## src/rtl/divmod_seq_if.sv

```systemverilog
// Go/ready handshake bundle for divmod_seq: operands and sign mode in, quotient/remainder/error out.
interface divmod_seq_if #(
    parameter int unsigned WIDTH_LOG = 4
);
    localparam int unsigned WIDTH = 1 << WIDTH_LOG;

    logic             go;
    logic             sign;
    logic [WIDTH-1:0] a;
    logic [WIDTH-1:0] b;
    logic             ready;
    logic             error;
    logic [WIDTH-1:0] div;
    logic [WIDTH-1:0] mod;

    modport master (output go, sign, a, b, input ready, error, div, mod);
    modport slave  (input go, sign, a, b, output ready, error, div, mod);
endinterface

```

## src/rtl/divmod_seq.sv

```systemverilog
// Sequential shift-subtract divider with PREP/FIXUP sign handling and defined divide-by-zero.
// Define DIVMOD_SEQ_SIGNED_EN to honour the sign input; otherwise every operation is unsigned.
module divmod_seq #(
    parameter int unsigned WIDTH_LOG = 4
) (
    input  logic        clk,
    input  logic        rst,
    divmod_seq_if.slave bus
);
    localparam int unsigned WIDTH = 1 << WIDTH_LOG;
    localparam int unsigned HI    = WIDTH - 1;

    typedef enum logic [2:0] {
        ST_READY,
        ST_ERROR,
        ST_PREP,
        ST_SUBTRACT,
        ST_FIXUP
    } state_e;

    state_e               state_q, state_d;
    logic                 ready_q, ready_d;
    logic                 error_q, error_d;
    logic [WIDTH-1:0]     div_q, div_d;
    logic [WIDTH-1:0]     mod_q, mod_d;
    logic [WIDTH-1:0]     opa_q, opa_d;
    logic [WIDTH-1:0]     opb_q, opb_d;
    logic                 sgn_q, sgn_d;
    logic [WIDTH-1:0]     rem_q, rem_d;
    logic [WIDTH-1:0]     quo_q, quo_d;
    logic [WIDTH_LOG-1:0] k_q, k_d;
    logic                 nq_q, nq_d;
    logic                 nr_q, nr_d;

    logic                 sign_c;
    logic [WIDTH-1:0]     ua_c, ub_c, sub_c;
    logic [WIDTH-1:0]     div_res_c, mod_res_c;
    logic [WIDTH_LOG-1:0] s_c;

    function automatic logic [WIDTH_LOG-1:0] msb_idx(input logic [WIDTH-1:0] x);
        msb_idx = '0;
        for (int i = 0; i < int'(WIDTH); i++) begin
            if (x[i]) msb_idx = WIDTH_LOG'(i);
        end
    endfunction

`ifdef DIVMOD_SEQ_SIGNED_EN
    assign sign_c    = bus.sign;
    assign ua_c      = (sgn_q && opa_q[HI]) ? -opa_q : opa_q;
    assign ub_c      = (sgn_q && opb_q[HI]) ? -opb_q : opb_q;
    assign div_res_c = nq_q ? -quo_q : quo_q;
    assign mod_res_c = nr_q ? -rem_q : rem_q;
`else
    logic [2:0] unused_sign_bits;
    assign unused_sign_bits = {bus.sign, nq_q, nr_q};
    assign sign_c    = 1'b0;
    assign ua_c      = opa_q;
    assign ub_c      = opb_q;
    assign div_res_c = quo_q;
    assign mod_res_c = rem_q;
`endif

    // Only meaningful when ua >= ub, which guarantees msb(ua) >= msb(ub).
    assign s_c   = msb_idx(ua_c) - msb_idx(ub_c);
    assign sub_c = opb_q << k_q;

    always_ff @(posedge clk) begin
        if (rst) begin
            state_q <= ST_READY;
            ready_q <= 1'b1;
            error_q <= 1'b0;
            div_q   <= '0;
            mod_q   <= '0;
            opa_q   <= '0;
            opb_q   <= '0;
            sgn_q   <= 1'b0;
            rem_q   <= '0;
            quo_q   <= '0;
            k_q     <= '0;
            nq_q    <= 1'b0;
            nr_q    <= 1'b0;
        end else begin
            state_q <= state_d;
            ready_q <= ready_d;
            error_q <= error_d;
            div_q   <= div_d;
            mod_q   <= mod_d;
            opa_q   <= opa_d;
            opb_q   <= opb_d;
            sgn_q   <= sgn_d;
            rem_q   <= rem_d;
            quo_q   <= quo_d;
            k_q     <= k_d;
            nq_q    <= nq_d;
            nr_q    <= nr_d;
        end
    end

    always_comb begin
        state_d = state_q;
        ready_d = ready_q;
        error_d = error_q;
        div_d   = div_q;
        mod_d   = mod_q;
        opa_d   = opa_q;
        opb_d   = opb_q;
        sgn_d   = sgn_q;
        rem_d   = rem_q;
        quo_d   = quo_q;
        k_d     = k_q;
        nq_d    = nq_q;
        nr_d    = nr_q;

        unique case (state_q)
            ST_READY, ST_ERROR: begin
                if (bus.go) begin
                    if (bus.b == '0) begin
                        state_d = ST_ERROR;
                        error_d = 1'b1;
                        div_d   = '1;
                        mod_d   = bus.a;
                    end else begin
                        state_d = ST_PREP;
                        ready_d = 1'b0;
                        error_d = 1'b0;
                        opa_d   = bus.a;
                        opb_d   = bus.b;
                        sgn_d   = sign_c;
                    end
                end
            end
            // Raw operands still in opa/opb here; opb is replaced by |b| for the subtract loop.
            ST_PREP: begin
                opb_d   = ub_c;
                rem_d   = ua_c;
                quo_d   = '0;
                k_d     = s_c;
                nq_d    = sgn_q & (opa_q[HI] ^ opb_q[HI]);
                nr_d    = sgn_q & opa_q[HI];
                state_d = (ua_c < ub_c) ? ST_FIXUP : ST_SUBTRACT;
            end
            ST_SUBTRACT: begin
                if (rem_q >= sub_c) begin
                    rem_d      = rem_q - sub_c;
                    quo_d[k_q] = 1'b1;
                end
                if (k_q == '0) begin
                    state_d = ST_FIXUP;
                end else begin
                    k_d = k_q - WIDTH_LOG'(1);
                end
            end
            ST_FIXUP: begin
                div_d   = div_res_c;
                mod_d   = mod_res_c;
                ready_d = 1'b1;
                state_d = ST_READY;
            end
            default: state_d = ST_READY;
        endcase
    end

    assign bus.ready = ready_q;
    assign bus.error = error_q;
    assign bus.div   = div_q;
    assign bus.mod   = mod_q;
endmodule

```

## src/flat_wrapper.sv

```systemverilog
// flat-port wrapper written by rule: the top's interface ports become plain ports
module divmod_seq_flat 
#(
    parameter int unsigned WIDTH_LOG = 4
)
  (clk, rst, bus_go, bus_sign, bus_a, bus_b, bus_ready, bus_error, bus_div, bus_mod);
  divmod_seq_if #(.WIDTH_LOG(WIDTH_LOG)) bus_i ();
  input  logic clk;
  input  logic rst;
  input wire logic [$bits(bus_i.go)-1:0] bus_go;
  input wire logic [$bits(bus_i.sign)-1:0] bus_sign;
  input wire logic [$bits(bus_i.a)-1:0] bus_a;
  input wire logic [$bits(bus_i.b)-1:0] bus_b;
  output wire logic [$bits(bus_i.ready)-1:0] bus_ready;
  output wire logic [$bits(bus_i.error)-1:0] bus_error;
  output wire logic [$bits(bus_i.div)-1:0] bus_div;
  output wire logic [$bits(bus_i.mod)-1:0] bus_mod;
  assign bus_i.go = bus_go;
  assign bus_i.sign = bus_sign;
  assign bus_i.a = bus_a;
  assign bus_i.b = bus_b;
  assign bus_ready = bus_i.ready;
  assign bus_error = bus_i.error;
  assign bus_div = bus_i.div;
  assign bus_mod = bus_i.mod;
  divmod_seq #(.WIDTH_LOG(WIDTH_LOG)) u_core (.clk(clk), .rst(rst), .bus(bus_i));
endmodule
```

## config.mk

```make
export PLATFORM = sky130hd
export DESIGN_NAME = divmod_seq_flat
export DESIGN_NICKNAME = d
export VERILOG_FILES = /design/src/rtl/divmod_seq_if.sv /design/src/rtl/divmod_seq.sv /design/src/flat_wrapper.sv
export SDC_FILE = /design/constraint.sdc
export NUM_CORES = 1
export LEC_CHECK = 0
export BUFFER_PORTS_ARGS = -buffer_cell sky130_fd_sc_hd__buf_2
export CORE_ASPECT_RATIO = 1.75
export CORE_MARGIN = 2
export CORE_UTILIZATION = 51
export DETAILED_ROUTE_END_ITERATION = 10
export GPL_TIMING_DRIVEN = 1
export PLACE_DENSITY = 0.71
export SYNTH_ARGS = -nofsm -noshare
export SYNTH_HDL_FRONTEND = slang
export SYNTH_SLANG_ARGS = --single-unit
```

## constraint.sdc

```tcl
create_clock -name clk -period 10.5 [get_ports clk]
set_input_delay 0.525 -clock clk [delete_from_list [all_inputs] [get_ports clk]]
set_output_delay 0.525 -clock clk [all_outputs]
set_load 0.02 [all_outputs]
```

==> results.json, run 1 <==
{
  "run_status": "complete, no violations",
  "synthDominantCellAreaShare_pct": 33.1,
  "number_of_warning_messages_in_the_yosys_log": 0,
  "drt_drc_violations_left": 0,
  "max_slew_violation_count": 0,
  "layout.filler_cells": 1177,
  "drt-vias-per-instance": 6.10,
  "cell_type_with_the_largest_total_area_after_synthesis": "dfxtp_1",
  "grt_pass1_vias": 5935,
  "crit_fanout": 31,
  "drt-initial-drc-count": 388,
  "critical_path_arrival_ps": 5150,
  "rows": 53,
  "area_growth_syn_to_layout_pct": 10.3,
  "post_synth_inst_count": 809,
  "die_w_um": 88.3,
  "netlist-cell-type-count": 66,
  "first_drt_pass_iteration_count": 5,
  "tritoncts_num_sinks": 105,
  "min_cycle_time_layout_ps": 4930,
  "worst_skew_pair.late_latency_ps": 360,
  "post-cts-setup-buffer-count": 0,
  "area_of_the_multi_input_gates_um2": 3920,
  "num_vias": 6164,
  "numPortBuffers": 68,
  "antenna_left": 0,
  "timing.setup.tns_ps": 0,
  "cts_buffers": 9,
  "holdCritPathClass": "input port to register",
  "synth_sequential_area_ratio_pct": 33.1,
  "netlist_top_cells_area": "dfxtp_1 (33%), nand2_1 (8.0%), ha_1 (7.5%)",
  "tritoncts_clock_tree": "built",
  "grt_max_degree": 60,
  "clock_path_buffers": 2,
  "max-vdd-ir-drop_uv": 109,
  "post_route_cells_drive_above_1_share_pct": 15.3,
  "regArea_um2": 2100,
  "grt.total_usage_pct": 29.5,
  "routabilityCongestion": 0.984,
  "netlist_area_um2": 6350,
  "grt.overflow.total": 0,
  "period_share_pct": 47.0,
  "timing.slew.headroom_pct": 16.0,
  "cellPowerDensity_nw_per_um2": 227,
  "endpoint_kind": "register",
  "postSynthRegisterBits": 105,
  "core_area_um2": 12100,
  "power.static_leakage_nw": 2.77,
  "clk_pin_slew_worst_paths_ps": 80,
  "fmax_mhz": 203,
  "post_layout_nonfiller_instances": 1010,
  "synth_edf_count": 0,
  "die_y_um": 152,
  "dieArea_um2": 13400,
  "finClkSkew_ps": 9.26,
  "start_kind": "register",
  "wp_data_required_ps": 10720,
  "synth-main-ff-cell": "dfxtp_1",
  "nNetsFinal": 916,
  "cts.htree.levels": 3,
  "cts_resized": 0,
  "setup_viol": 0,
  "antenna_found_initial": 0,
  "worstSetupPathType": "register to register",
  "drv.max_cap_violation_count": 0,
  "ioPinCount": 70,
  "most-common-layout-cells": "nand2_1 (135), dfxtp_1 (105), nor2_1 (103)",
  "post_drt_wl_per_cell_um": 19.4,
  "antenna_cells": 0,
  "grt_pass1_wl_mm": 30.0,
  "syn_area_per_cell_um2": 7.85,
  "grt_setup_unrepaired": "false",
  "cts_root_buffer": "clkbuf_16",
  "post_cts_hold_buffer_count": 0,
  "timing_worst_slew_pin_value_ps": 1260,
  "postSynth.asyncResetShare_pct": 0,
  "commonest_non_fill_non_tap_cell_in_the_layout": "nand2_1",
  "placed_cells_incl_taps": 994,
  "hold_viol": 0,
  "synth.net_count": 885,
  "post-dp-hpwl_mm": 14.9,
  "drt-total-wl_mm": 19.5,
  "floorplan.initialDensity_pct": 52.6
}
-- kinds of logic after synthesis --
logic type / synth area share (%)
adders and majority gates: 8.12
xor gates and xnor gates: 0.966
muxes: 5.30
DFF: 33.1
and+or+nand+nor: 23.7
buffers and inverters: 5.36
AOI/OAI and AO/OA: 23.4
-- flip-flops by register name, indices dropped and copies added, names as in the netlist --
| name | flops |
|---|---|
| u_core.bus.div | 16 |
| u_core.bus.mod | 16 |
| u_core.div_res_c | 16 |
| u_core.mod_res_c | 16 |
| u_core.opa_q | 16 |
| u_core.opb_q | 16 |
| u_core.k_q | 4 |
| u_core.state_q | 3 |
| u_core.bus.error | 1 |
| u_core.bus.ready | 1 |
-- power by group --
part | switching [mW] | internal [mW]
Clock | 0.174 | 0.171
Combinational | 0.446 | 0.278
Sequential | 0.0780 | 0.442
-- Yosys cell counts, types with 8 or more instances --
library cell / count
mux4_2: 8
nor4_1: 8
a211oi_1: 13
buf_2: 10
dfxtp_1: 105
a31oi_1: 20
clkbuf_1: 35
ha_1: 38
mux2i_1: 10
a311oi_1: 18
a21o_1: 10
nor2_1: 104
nand2_1: 135
inv_1: 31
a21oi_1: 75
nor3_1: 28
o21ai_0: 23
nand2b_1: 11
-- area by class of cell --
cell class	count	share of cell area, %
multi-input combinational	622	56.0
tap	165	2.95
timing repair buffer	70	5.07
clock inverter	7	1.07
inverter	32	1.72
clock buffer	9	3.22
sequential	105	30.0
-- routing by layer --
layer  share of wire, %  track usage (%)  vias to the layer above  wire length (um)
li1                   -                -                     2958                 -
met3                3.9             3.79                       78               759
met4                7.8             21.0                        0              1530
met1                 36             29.6                     2905              7050
met5                  0                0                        -                 0
met2                 52             54.1                      223             10200
-- path summary, 6_finish.rpt --
| path | from | endpoint | slack, ps | depth (start not counted) |
|---|---|---|---|---|
| worst max-delay path | u_core.k_q[0] | u_core.mod_res_c[0] | 5570 | 11 |
| worst min-delay path | bus_b[15] | u_core.opb_q[15] | 400 | 3 |
| worst max register to register | u_core.k_q[0] | u_core.mod_res_c[0] | 5570 | 11 |
| worst min register to register | u_core.bus.error | u_core.bus.error | 460 | 2 |
-- per-stage QoR --
stage,hold WS (ps),setup slack [ps],cell area [um2],power (mW),util (%)
2_1_floorplan,437,7070,6350,1.05,-
3_3_place_gp,443,5840,6700,1.21,55.5
3_5_place_dp,450,5690,6700,1.24,55.5
4_1_cts,406,5660,7000,1.58,58.0
5_1_grt,416,5240,7000,1.68,58.0
6_report,403,5570,7000,1.59,58.0
-- worst max-delay path: stages, from the launching register on --
cell	delay (ps)
dfxtp_1	920
inv_2	280
mux4_2	550
o21ai_0	260
nand2_1	130
ha_1	430
nand4_1	210
nor4_1	480
and4b_1	290
a31oi_4	900
mux2i_1	280
nor2_1	60
Power figures use the tool's default switching activity.
==> run 2, diff against run 1 <==
- ABC_AREA: not set -> 1
- clock period: 10.5 -> 4.55 ns (I/O delays scaled with it)
==> run 2 against run 1 <==
Synthesized cell count increased by 23%. Worst hold slack worse by 250 ps. Critical path depth rose by 6. Non-clock buffer count increased by 6. Flip-flop and latch count did not move. Final area grew 3.7%. Total power rose to 2.5 times the previous value. Global-route usage is 1.1 points lower. Clock skew grew 1.6 ps. Final cell count grew 20%. Clock power is 130% higher.
==> results.json, run 2 <==
{
  "cts_resized": 0,
  "drt-initial-drc-count": 343,
  "synth_sequential_area_ratio_pct": 32.0,
  "postSynthRegisterBits": 105,
  "report.power.total_mw": 3.98,
  "num_vias": 6598,
  "grt_max_degree": 40,
  "post_layout_nonfiller_instances": 1214,
  "timing.slew.headroom_pct": 36.6,
  "syn_area_per_cell_um2": 6.60,
  "placement.setup.worst_slack_ps": 965,
  "timing.setup.tns_ps": 0,
  "synth.net_count": 1072,
  "die_w_um": 89.8,
  "dieArea_um2": 13900,
  "synth_edf_count": 0,
  "post_drt_wl_per_cell_um": 16.1,
  "layout.filler_cells": 1283,
  "wp_data_required_ps": 4850,
  "maxUsedRoutingLayer": "met4",
  "critical-path-max-stage-delay_ps": 570,
  "tritoncts_clock_tree": "built",
  "area_of_the_multi_input_gates_um2": 3780,
  "antenna_left": 0,
  "drt_drc_violations_left": 0,
  "synthMostInstantiatedCell": "nand2_1",
  "regArea_um2": 2100,
  "min_cycle_time_layout_ps": 3710,
  "start_kind": "register",
  "post_route_cells_drive_above_1_share_pct": 12.1,
  "grt.overflow.total": 0,
  "setup_viol": 0,
  "clk_pin_slew_worst_paths_ps": 80,
  "finClkSkew_ps": 10.9,
  "commonest_non_fill_non_tap_cell_in_the_layout": "nand2_1",
  "critical_path_arrival_ps": 4020,
  "rows": 54,
  "timing_worst_slew_pin_value_ps": 949,
  "crit_path_cell_trace": "inv_1 -> nor2_1 -> inv_1 -> o22ai_1 -> a31oi_1 -> ha_1 -> nand2_1 -> nor2_1 -> nor2_2 -> nor2_1 -> nor2_2 -> nand2_4 -> nand2_8 -> nand2_8 -> inv_4 -> nor2_1 -> nor2_1",
  "cts.htree.levels": 3,
  "area_growth_syn_to_layout_pct": 10.4,
  "netlist_area_um2": 6570,
  "setup_ws_ps": 837,
  "netlist-cell-type-count": 46,
  "number_of_warning_messages_in_the_yosys_log": 0,
  "die_y_um": 154,
  "post-dp-hpwl_mm": 14.9,
  "most-common-layout-cells": "nand2_1 (230), inv_1 (122), a21oi_1 (116)",
  "crit_fanout": 19,
  "synth.cells.most_frequent": "nand2_1 (230), inv_1 (122), a21oi_1 (116)",
  "cell_type_with_the_largest_total_area_after_synthesis": "dfxtp_1",
  "post_synth_inst_count": 996,
  "max-vdd-ir-drop_uv": 312,
  "cellPowerDensity_nw_per_um2": 549,
  "met2WireLength_mm": 9.78,
  "grt_setup_unrepaired": "false",
  "worstSetupPathType": "register to register",
  "core_area_um2": 12500,
  "drt-total-wl_mm": 19.5,
  "nNetsFinal": 1117,
  "grt.total_usage_pct": 28.4,
  "timing.critical_path.buf_inv": 3,
  "period_share_pct": 81.6,
  "grt_pass1_vias": 6318,
  "drv.max_cap_violation_count": 0,
  "endpoint_kind": "register",
  "cts_buffers": 9,
  "run_status": "complete, no violations",
  "routabilityCongestion": 0.996,
  "cp_common_cell": "nor2_1",
  "dr_wl_met3_um": 717,
  "max_slew_violation_count": 0,
  "numPortBuffers": 68,
  "worst_skew_pair.late_latency_ps": 360,
  "placed_cells_incl_taps": 1198,
  "fmax_mhz": 269,
  "cts_root_buffer": "clkbuf_16",
  "hold_viol": 0,
  "floorplan.initialDensity_pct": 52.6,
  "synth-main-ff-cell": "dfxtp_1",
  "antenna_cells": 0,
  "tritoncts_num_sinks": 105,
  "ioPinCount": 70,
  "first_drt_pass_iteration_count": 5,
  "clock_path_buffers": 2,
  "post-cts-setup-buffer-count": 0,
  "antenna_found_initial": 0,
  "path_delay_family": "simple AND/OR/NAND/NOR gates",
  "post_cts_hold_buffer_count": 0,
  "wl_met1_mm": 7.66,
  "synthDominantCellAreaShare_pct": 32.0,
  "netlist_top_cells_area": "dfxtp_1 (32%), nand2_1 (13%), a21oi_1 (8.8%)",
  "postSynth.asyncResetShare_pct": 0,
  "grt_pass1_wl_mm": 31.2,
  "cp_slowest_cell": "dfxtp_1",
  "drt-vias-per-instance": 5.43,
  "holdCritPathClass": "input port to register",
  "power.static_leakage_nw": 3.31
}
run 2: cell type report:
cell class / count / share of cell area, %
tap: 168 / 2.90
sequential: 105 / 29.0
inverter: 127 / 6.60
clock inverter: 7 / 0.931
multi-input combinational: 722 / 52.0
timing repair buffer: 76 / 5.51
clock buffer: 9 / 3.10
run 2: through the flow:
| stage | area [um2] | hold WS, ps | util, % |
|---|---|---|---|
| after floorplan | 6570 | 306 | - |
| after global placement | 6970 | 433 | 55.7 |
| after detailed placement | 6970 | 436 | 55.7 |
| after CTS | 7260 | 159 | 58.1 |
| after global routing | 7260 | 179 | 58.1 |
| final | 7260 | 158 | 58.1 |
run 2: cell families (layout without fill, tap and decap cells):
group                    count (synthesis)  after routing  share of synthesized area [%]
multiplexers                             4              4                          0.609
flip-flops                             105            105                           32.0
AO/OA/AOI/OAI                          256            256                           20.4
buffers and inverters                  169            219                           10.7
AND/OR/NAND/NOR                        416            416                           27.7
XOR/XNOR                                 6              6                          0.799
adder cells (fa/ha/maj)                 40             40                           7.84
run 2: path summary, 6_finish.rpt:
path                                          from                  end  slack (ps)  cells past startpoint
worst max register to register       u_core.k_q[2]  u_core.mod_res_c[9]         840                     17
worst max-delay path                 u_core.k_q[2]  u_core.mod_res_c[9]         840                     17
worst min register to register  u_core.bus.div[12]   u_core.bus.div[12]         450                      2
worst min-delay path                        bus_go     u_core.bus.error         160                      3
run 2: where the power goes:
group	total (mW)	switching [mW]	internal [mW]
registers	1.12	0.0979	1.03
logic	2.07	1.38	0.680
clock network	0.793	0.403	0.390
total	3.98	1.89	2.10
run 2: layer usage:
| metal | vias up | GRT usage [%] |
|---|---|---|
| li1 | 3352 | - |
| met1 | 3016 | 30.3 |
| met2 | 173 | 52.7 |
| met3 | 57 | 3.31 |
| met4 | 0 | 18.2 |
| met5 | - | 0 |
run 2: tightest hold or removal path, delay by kind of cell:
family | cells | cell delay [ps]
buf+inv | 1 | 110
simple gates | 1 | 80
compound gates | 1 | 60
==> run 3, diff against run 2 <==
- ABC_AREA: 1 -> 0
- PLACE_DENSITY: 0.71 -> 0.74
- clock period: 4.55 -> 3.35 ns (I/O delays scaled with it)
==> run 3 against run 2 <==
Setup slack worse by 800 ps. First-iteration DRC count up 12%. Routed wire length up 13%. Clock skew up 2.5 ps. Non-clock buffer count up 83. Sequential share of layout area down 2.4 points. Final cell count down 9.5%. Largest power group unchanged.
==> results.json, run 3 (synthesis results as in run 1) <==
{
  "grt.total_usage_pct": 32.6,
  "endpoint_kind": "register",
  "hold-worst-slack_ps": 40.0,
  "post_drt_wl_per_cell_um": 20.1,
  "whs_endpoint": "u_core.opb_q[15]",
  "timing.slew.headroom_pct": 24.1,
  "cellPowerDensity_nw_per_um2": 729,
  "crit_fanout": 8,
  "max_slew_violation_count": 0,
  "die_w_um": 88.3,
  "cts_buffers": 9,
  "first_drt_pass_iteration_count": 5,
  "timing_worst_slew_pin_value_ps": 1140,
  "timing.setup.tns_ps": 0,
  "fmax_mhz": 302,
  "critical_path_arrival_ps": 3530,
  "num_vias": 6652,
  "report.power.total_mw": 5.79,
  "cts_root_buffer": "clkbuf_16",
  "most-common-layout-cells": "nand2_1 (135), nor2_1 (102), dfxtp_1 (100)",
  "routabilityCongestion": 1.04,
  "post-dp-hpwl_mm": 17.0,
  "drt-initial-drc-count": 384,
  "clk_pin_slew_worst_paths_ps": 80,
  "area_of_the_multi_input_gates_um2": 4080,
  "drv.max_cap_violation_count": 0,
  "drt-vias-per-instance": 6.05,
  "antenna_cells": 0,
  "setup_viol": 0,
  "r2r_slack_ps": 40,
  "antenna_found_initial": 0,
  "numPortBuffers": 68,
  "worstSetupPathType": "register to register",
  "layout.core_utilization_pct": 65.8,
  "grt_setup_unrepaired": "true",
  "layout.filler_cells": 1075,
  "post_route_cells_drive_above_1_share_pct": 26.4,
  "grt_pass1_vias": 6449,
  "tritoncts_clock_tree": "built",
  "grt_max_degree": 49,
  "power.static_leakage_nw": 3.27,
  "hold_viol": 0,
  "tritoncts_num_sinks": 105,
  "drt-total-wl_mm": 22.1,
  "reg2regPathDepth": 11,
  "clock_path_buffers": 2,
  "reg2reg_to": "u_core.mod_res_c[1]",
  "worst_skew_pair.late_latency_ps": 360,
  "rows": 53,
  "start_kind": "register",
  "area_growth_syn_to_layout_pct": 25.2,
  "regArea_um2": 2110,
  "run_status": "complete, no violations",
  "worstReg2RegStart": "u_core.opb_q[1]",
  "antenna_left": 0,
  "grt.overflow.total": 0,
  "hold_start": "bus_b[15]",
  "wp_data_required_ps": 3570,
  "cts.htree.levels": 3,
  "core_area_um2": 12100,
  "drt_drc_violations_left": 0,
  "period_share_pct": 98.8,
  "commonest_non_fill_non_tap_cell_in_the_layout": "nand2_1",
  "die_y_um": 152,
  "holdCritPathClass": "input port to register",
  "finClkSkew_ps": 13.4,
  "dieArea_um2": 13400,
  "nNetsFinal": 1005,
  "max-vdd-ir-drop_uv": 350,
  "grt_pass1_wl_mm": 32.4,
  "floorplan.initialDensity_pct": 52.6,
  "ioPinCount": 70,
  "worstHoldPathCells": 3,
  "min_cycle_time_layout_ps": 3310
}
==> run 3: cell count changes in the layout (fill, tap and decap cells not counted), sizes merged, moves of 23 or more <==
cell,delta
nand3,-56
nor3,+27
a21oi,-42
a311oi,+23
o21ai,-90
inv,-96
nand2,-104
buf,+82
==> run 3: critical path: stages (launching register included) <==
cell and delay [ps]:
dfxtp_1 550, mux4_2 330, a21oi_1 100, or2_2 310, ha_1 330, nand2_1 100
a211o_1 310, a211o_4 380, a31oi_4 270, buf_6 220, mux2i_1 210, nor2_1 60
==> run 3: per-layer routing <==
metal | global-route usage (%) | vias to the layer above | wire [um]
li1 | - | 3134 | -
met1 | 29.4 | 3115 | 7180
met2 | 58.5 | 269 | 11200
met3 | 4.88 | 134 | 984
met4 | 32.4 | 0 | 2700
met5 | 0 | - | 0
==> run 3: per-stage QoR <==
stage / area, um2 / std cells / worst slack, ps
after floorplan: 6350 / 809 / 91.6
after global placement: 7340 / 1073 / -63.3
after detailed placement: 7340 / 1073 / -96.6
after CTS: 7750 / 1093 / -12.7
after global routing: 7950 / 1099 / -82.0
final: 7950 / 1099 / 41.8
==> run 3: cell type report <==
cell class                 count  area share [%]
clock buffer                   9            2.83
clock inverter                 7            1.17
inverter                      32            1.51
multi-input combinational    622            51.3
sequential                   105            26.6
tap                          165            2.60
timing repair buffer         159            14.0
==> run 3: what timing repair did <==
item,CTS,global route
cloned,2,1
gates resized for setup,11,36
pin swaps,3,8
setup endpoints to repair,20,32
buffers inserted,2,7
hold buffers,0,0
==> run 3: how the worst max path moves through the flow <==
stage | startpoint | endpoint | slack [ps] | depth (start not counted)
2_1_floorplan | u_core.k_q[1] | u_core.mod_res_c[0] | 90 | 13
3_3_place_gp | u_core.k_q[0] | u_core.mod_res_c[1] | -60 | 13
3_5_place_dp | u_core.k_q[0] | u_core.mod_res_c[1] | -100 | 13
4_1_cts | u_core.k_q[0] | u_core.mod_res_c[6] | -10 | 15
5_1_grt | u_core.k_q[0] | u_core.mod_res_c[6] | -80 | 15
6_report | u_core.opb_q[1] | u_core.mod_res_c[1] | 40 | 11
==> run 3: report_power, final <==
part / internal [mW] / total, mW / switching (mW)
clock: 0.601 / 1.13 / 0.530
combinational: 1.40 / 3.08 / 1.69
sequential: 1.39 / 1.58 / 0.190
